===== config.mk =====
export PLATFORM = sky130hd
export DESIGN_NAME = id_ex_stage
export DESIGN_NICKNAME = d
export VERILOG_FILES = /design/src/rtl/id_ex_stage.sv
export SDC_FILE = /design/constraint.sdc
export NUM_CORES = 1
export LEC_CHECK = 0
export ABC_CLOCK_PERIOD_IN_PS = 4800
export CAP_MARGIN = 40
export CELL_PAD_IN_SITES_DETAIL_PLACEMENT = 0
export CELL_PAD_IN_SITES_GLOBAL_PLACEMENT = 1
export CORE_MARGIN = 8
export CORE_UTILIZATION = 26
export DETAILED_ROUTE_END_ITERATION = 7
export HOLD_SLACK_MARGIN = 0.1
export PLACE_DENSITY_LB_ADDON = 0.1
export SYNTH_ARGS = -nofsm -noshare
export SYNTH_HDL_FRONTEND = slang
export SYNTH_SLANG_ARGS = --single-unit

===== constraint.sdc =====
create_clock -name clk -period 4.8 [get_ports clk]
set_input_delay 1.44 -clock clk [delete_from_list [all_inputs] [get_ports clk]]
set_output_delay 1.44 -clock clk [all_outputs]
set_load 0.01 [all_outputs]

===== src/rtl/id_ex_stage.sv =====
// ID/EX pipeline register with ALU-control decode, operand forwarding and load-use detection.
// Define ID_EX_FORWARD_EN for EX/MEM and MEM/WB forwarding; otherwise every RAW hazard stalls.
module id_ex_stage #(
  parameter int DATA_W = 32,
  parameter int REG_AW = 5
) (
  input  logic              clk,
  input  logic              rst,
  input  logic              stall,
  input  logic              flush,
  input  logic              id_valid,
  input  logic [DATA_W-1:0] id_rs_data,
  input  logic [DATA_W-1:0] id_rt_data,
  input  logic [DATA_W-1:0] id_imm,
  input  logic [REG_AW-1:0] id_rs,
  input  logic [REG_AW-1:0] id_rt,
  input  logic [REG_AW-1:0] id_rd,
  input  logic [4:0]        id_shamt,
  input  logic [5:0]        id_funct,
  input  logic [1:0]        id_alu_op,
  input  logic              id_alu_src,
  input  logic              id_reg_dst,
  input  logic              id_reg_write,
  input  logic              id_mem_read,
  input  logic              id_mem_write,
  input  logic              id_mem_to_reg,
  input  logic              id_beq,
  input  logic              id_bne,
  input  logic              exmem_reg_write,
  input  logic [REG_AW-1:0] exmem_rd,
  input  logic [DATA_W-1:0] exmem_result,
  input  logic              memwb_reg_write,
  input  logic [REG_AW-1:0] memwb_rd,
  input  logic [DATA_W-1:0] memwb_data,
  output logic [DATA_W-1:0] ex_a,
  output logic [DATA_W-1:0] ex_b,
  output logic [2:0]        ex_ctl,
  output logic [4:0]        ex_shamt,
  output logic [DATA_W-1:0] ex_store_data,
  output logic [REG_AW-1:0] ex_wr_reg,
  output logic              ex_valid,
  output logic              ex_reg_write,
  output logic              ex_mem_read,
  output logic              ex_mem_write,
  output logic              ex_mem_to_reg,
  output logic              ex_beq,
  output logic              ex_bne,
  output logic              hazard_stall,
  output logic              illegal_funct
);

  logic [DATA_W-1:0] rs_data_q, rt_data_q, imm_q;
  logic [REG_AW-1:0] rs_q, rt_q;
  logic              alu_src_q;
  logic [2:0]        ctl_d;
  logic              illegal_d;
  logic              ex_hit, hazard_raw;

  always_comb begin
    ctl_d     = 3'b010;
    illegal_d = 1'b0;
    if (id_alu_op == 2'b01) ctl_d = 3'b110;
    else if (id_alu_op == 2'b10) begin
      case (id_funct)
        6'b100000: ctl_d = 3'b010;
        6'b100010: ctl_d = 3'b110;
        6'b100100: ctl_d = 3'b000;
        6'b100101: ctl_d = 3'b001;
        6'b101010: ctl_d = 3'b111;
        6'b000000: ctl_d = 3'b011;
        default:   illegal_d = 1'b1;
      endcase
    end
  end

  assign ex_hit = (ex_wr_reg != '0) && (ex_wr_reg == id_rs || ex_wr_reg == id_rt);

`ifdef ID_EX_FORWARD_EN
  function automatic logic [DATA_W-1:0] fwd(input logic [REG_AW-1:0] r,
                                            input logic [DATA_W-1:0] d);
    if (exmem_reg_write && exmem_rd != '0 && exmem_rd == r) return exmem_result;
    if (memwb_reg_write && memwb_rd != '0 && memwb_rd == r) return memwb_data;
    return d;
  endfunction

  assign ex_a          = fwd(rs_q, rs_data_q);
  assign ex_store_data = fwd(rt_q, rt_data_q);
  assign hazard_raw    = ex_valid & ex_mem_read & id_valid & ex_hit;
`else
  logic mem_hit;
  assign mem_hit = exmem_reg_write && (exmem_rd != '0) &&
                   (exmem_rd == id_rs || exmem_rd == id_rt);
  assign ex_a          = rs_data_q;
  assign ex_store_data = rt_data_q;
  // MEM/WB is covered by the write-first register file, so only EX and EX/MEM stall.
  assign hazard_raw    = id_valid & ((ex_valid & (ex_mem_read | ex_reg_write) & ex_hit) | mem_hit);
`endif

  assign ex_b         = alu_src_q ? imm_q : ex_store_data;
  assign hazard_stall = hazard_raw & ~stall & ~flush;

  always_ff @(posedge clk or posedge rst) begin
    if (rst) begin
      rs_data_q <= '0; rt_data_q <= '0; imm_q <= '0;
      rs_q <= '0; rt_q <= '0; alu_src_q <= 1'b0;
      ex_ctl <= '0; ex_shamt <= '0; ex_wr_reg <= '0; ex_valid <= 1'b0;
      ex_reg_write <= 1'b0; ex_mem_read <= 1'b0; ex_mem_write <= 1'b0;
      ex_mem_to_reg <= 1'b0; ex_beq <= 1'b0; ex_bne <= 1'b0; illegal_funct <= 1'b0;
    end else if (flush) begin
      ex_valid <= 1'b0;
      ex_reg_write <= 1'b0; ex_mem_read <= 1'b0; ex_mem_write <= 1'b0;
      ex_mem_to_reg <= 1'b0; ex_beq <= 1'b0; ex_bne <= 1'b0; illegal_funct <= 1'b0;
    end else if (stall) begin
      // hold
    end else if (hazard_stall) begin
      // Bubble: the held entry becomes a no-op so the next cycle sees no hazard.
      ex_reg_write <= 1'b0; ex_mem_read <= 1'b0; ex_mem_write <= 1'b0;
      ex_mem_to_reg <= 1'b0; ex_beq <= 1'b0; ex_bne <= 1'b0; illegal_funct <= 1'b0;
    end else begin
      rs_data_q <= id_rs_data; rt_data_q <= id_rt_data; imm_q <= id_imm;
      rs_q <= id_rs; rt_q <= id_rt; alu_src_q <= id_alu_src;
      ex_ctl <= ctl_d; ex_shamt <= id_shamt;
      ex_wr_reg <= id_reg_dst ? id_rd : id_rt;
      ex_valid <= id_valid;
      ex_reg_write <= id_reg_write & ~illegal_d;
      ex_mem_read <= id_mem_read; ex_mem_write <= id_mem_write;
      ex_mem_to_reg <= id_mem_to_reg; ex_beq <= id_beq; ex_bne <= id_bne;
      illegal_funct <= illegal_d;
    end
  end

endmodule

# == After elaboration in Yosys (flattened, before gate mapping) ==
# Index checks and enable logic that the tools add are counted.
# classes
bitwise_logic,12
reduce_logical,11
n_mux,32
n_eq_ne,13
# op_table
cell,n
$mux 32,1
$eq 6x6->1 const B,5
$mux 1,27
$eq 5x5->1,4
$pmux 3 s5,1
$reduce_bool 5->1,2
$and 1x1->1,6
$logic_not 6->1,1
$mux 3,2
$reduce_or 6->1,1
$mux 5,1
$not 1->1,4
$logic_and 1x1->1,3
$reduce_and 3->1,1
$eq 2x1->1 const B,1
$eq 2x2->1 const B,1
$logic_or 1x1->1,2
$ne 2x1->1 const B,1
$ne 2x2->1 const B,1
$or 1x1->1,2
$reduce_and 2->1,1
# word_totals
input_bits,213
wordCells,83
ff_bits,118
output_inout_bits,118

# == Longest topological paths before layout ==
# logic_depth
word_depth,11
mapped_depth,7
ltp_nobuf,5

# == Least setup slack after synthesis ==
# Ideal clock, no wire load.
# synth_path
kind,input to output
start,in exmem_rd[1]
end,out hazard_stall
path_buffers,0
setup_slack_ns,1.013
path_stages,4
required_ns,3.360
arrival_time_ns,2.347
cell_sequence,or4_1 > o21a_1 > nand2_1 > o32ai_1
# synth_via
elab_chain_cells,7
word_cells_on_any_way,10
classes_between,eq/ne: 2; bitwise: 4; reduce/logical: 4
# synth_lines
item,line_no,rtl
from (decl),30,"input logic [REG_AW-1:0] exmem_rd,"
$eq 5x5->1 / $reduce_bool 5->1 (equally long branches),"92, 91",
$logic_or 1x1->1 / $logic_and 1x1->1 (equally long branches),"92, 91",
$logic_and 1x1->1 *,91,assign mem_hit = exmem_reg_write && (exmem_rd != '0) &&
$or 1x1->1 *,96,assign hazard_raw = id_valid & ((ex_valid & (ex_mem_read | ex_reg_write) & ex_hit) | mem_hit);
$and 1x1->1 *,96,
$and 1x1->1 * (2 in series),100,assign hazard_stall = hazard_raw & ~stall & ~flush;
to (decl),48,"output logic hazard_stall,"
# Every way passes the cells marked *; elsewhere a longest branch is shown, timed or not.

# == Final worst setup path ==
# Same ends and word-level chain as after synthesis.

==> impl_metrics.toml <==
[outcome]
status = "finished, final reports clean"

[logic_synthesis]
postSynthCellCount = 358
synth.area.top_cells = "dfrtp_1 53%, mux2_4 24%, mux2_2 12%"
synth_area_mm2 = 0.00561
yosysWarnings = 0
synth_fp_nets = 571
synth_top_area_cell = "dfrtp_1"
synth_top_cell_area_share_pct = 52.6
synth_flop_cell = "dfrtp_1"
async_reset_ff_share_pct = 100
seq_area_frac_synth_pct = 52.6
synth.most_common_cell = "dfrtp_1"
synth-edff-count = 0
synth_cell_types = 33
avgSynthCellArea_um2 = 15.7
ys_ff_latch = 118
synthTopCellsByCount = "118 x dfrtp_1, 88 x mux2_4, 58 x mux2_2"

[floorplanning]
num_io_pins = 331
die_w_um = 163
start_util_pct = 26.6
die_area_mm2 = 0.0265
core_area_mm2 = 0.0211
die_height_um = 163
rows = 53

[clock_tree]
clock_path_buffers = 2
cts_setup_buffers = 0
cts_hold_buf = 0
cts_sinks = 118
clk_latency_ns = 0.41
root_buffer = "clkbuf_16"
h-tree-depth = 4
cts_made_buffers = 17
cts_tree = "built"
cts_resized = 1
clk_pin_slew_ns = 0.06

[grt]
use_met1_pct = 15.8
grt_max_degree = 86
grt_use_met2_pct = 21.0
grt_pass1_vias = 4534
antenna_found_initial = 1
grt_pass1_wl_um = 27000
grt_busiest_layer = "met2"
grt_usage_pct = 13.2
overflow = 0
met3_usage_pct = 5.76

[sta]
worst_slack_ns = 0.182
finalCritPeriodShare_pct = 96.2
finalSetupViolCount = 0
fin_worst_skew_ns = 0.0127
hold_violations = 0
timing_worst_slew_pin_value_ns = 0.561
min_period_ns = 4.62
rsz0062_at_grt = "no"
maxSlewHeadroom_pct = 62.5
slew_viol_final = 0
clock.fmax_mhz = 217

[layout]
fillers = 1941
nets = 856
final_util_pct = 43.6
drive_gt1_share_pct = 31.1
fin_area_mm2 = 0.00920
area_delta_synth_final_pct = 64.0

[place]
dp_worst_setup_slack_ns = -0.0808
dp.final_hpwl_um = 12900
dpl-instance-area_mm2 = 0.00866
portBuffers = 260
gp_congestion = 0.729

[power_and_ir_drop]
peakVddDrop_v = 0.000224
powerDensity_mw_per_mm2 = 372
power_w = 0.00343
p_leak_nw = 3.97

[detailed_routing]
drt_wl_total_um = 17500
vias = 3964
drt_iter0_drc = 90
post-route-drc-count = 0
wl_per_cell_um = 18.7
first_pass_iters = 4
vias_per_cell = 4.26
ant_nets = 0

[critical_path]
criticalPathCategory = "primary input to output pin"
path_cells = "clkdlybuf4s50_1, or4_1, o21a_1, nand2_1, o32ai_1, dlygate4sd2_1"
endpoint_kind = "output pin"
worstPathMaxFanout = 3
critical_path_required_ns = 3.36
ff2ff_path_depth = 7
slowest_stage = "or4_1"
arrival_ns = 3.18
slowest_delay_ns = 0.56
start_kind = "primary input"

[worst_hold_path]
holdCritPathClass = "flip-flop to flip-flop"
worstHoldPathCells = 1

[flow_run]
max_cap_violations = 0
==> cell usage in the layout, fill, tap and decap left out, drive strengths merged, types with 7 or more instances in the layout <==
cell type      netlist  layout
clkdlybuf4s50        0     259
mux2               146     146
dfrtp              118     118
buf                 12      22
clkbuf               4      18
xor2                10      10
xnor2               10      10
nor2                 9       9
a32o                 7       7
==> routing by layer <==
layer | vias to the layer above | part of all wire (%)
met2 | 149 | 48
met4 | 0 | 1.2
li1 | 1881 | -
met5 | - | 0
met1 | 1920 | 42
met3 | 14 | 8.7
==> path summary, 6_finish.rpt <==
check | from | endpoint | slack, ns
setup / recovery | exmem_rd[1] | hazard_stall | 0.18
max in group asynchronous | rst | alu_src_q$_DFFE_PP0P_ | 2.52
hold / removal | illegal_funct$_DFFE_PP0P_ | illegal_funct$_DFFE_PP0P_ | 0.49
setup reg to reg | ex_wr_reg[2]$_DFFE_PP0P_ | ex_shamt[4]$_DFFE_PP0P_ | 2.38
min in group asynchronous | rst | ex_wr_reg[3]$_DFFE_PP0P_ | 1.41
hold reg to reg | illegal_funct$_DFFE_PP0P_ | illegal_funct$_DFFE_PP0P_ | 0.49
==> per-stage QoR <==
stage	hold slack (ns)	setup TNS, ns	instances
final	0.488	0	931
after global routing	0.509	0	931
after detailed placement	0.480	-0.0808	899
after floorplan	0.474	0	358
after CTS	0.493	0	930
after global placement	0.474	-0.0746	898
==> cell families (layout without fill, tap and decap cells) <==
family	count (synthesis)	in the layout	synth area share, %
other	0	1	0
AND/OR/NAND/NOR	31	31	2.72
flip-flops	118	118	52.6
XOR/XNOR	20	20	3.12
buffers and inverters	18	315	2.59
AO/OA/AOI/OAI	25	25	3.79
multiplexers	146	146	35.2
==> worst max-delay path, delay by kind of cell <==
family | cells | cell delay, ns
buf+inv | 2 | 0.77
simple gates | 2 | 0.66
compound gates | 2 | 0.30
==> area by class of cell <==
class | instances | area [um2] | share of cell area, %
clock inverter | 13 | 103 | 1.11
timing repair buffer | 282 | 2820 | 30.7
multi-input combinational | 222 | 2530 | 27.5
antenna | 1 | 2.50 | 0.0272
inverter | 2 | 10.0 | 0.109
clock buffer | 18 | 439 | 4.77
sequential | 118 | 2950 | 32.1
tap | 275 | 344 | 3.74
==> power breakdown <==
part	leakage, nW	internal, W	switching (W)	total (W)
sequential	1.40	0.00114	0.000110	0.00125
clock	0.253	0.000676	0.000487	0.00116
combinational	2.32	0.000671	0.000341	0.00101
total	3.97	0.00249	0.000938	0.00343
Note: power is estimated with default switching activity, not from simulation.
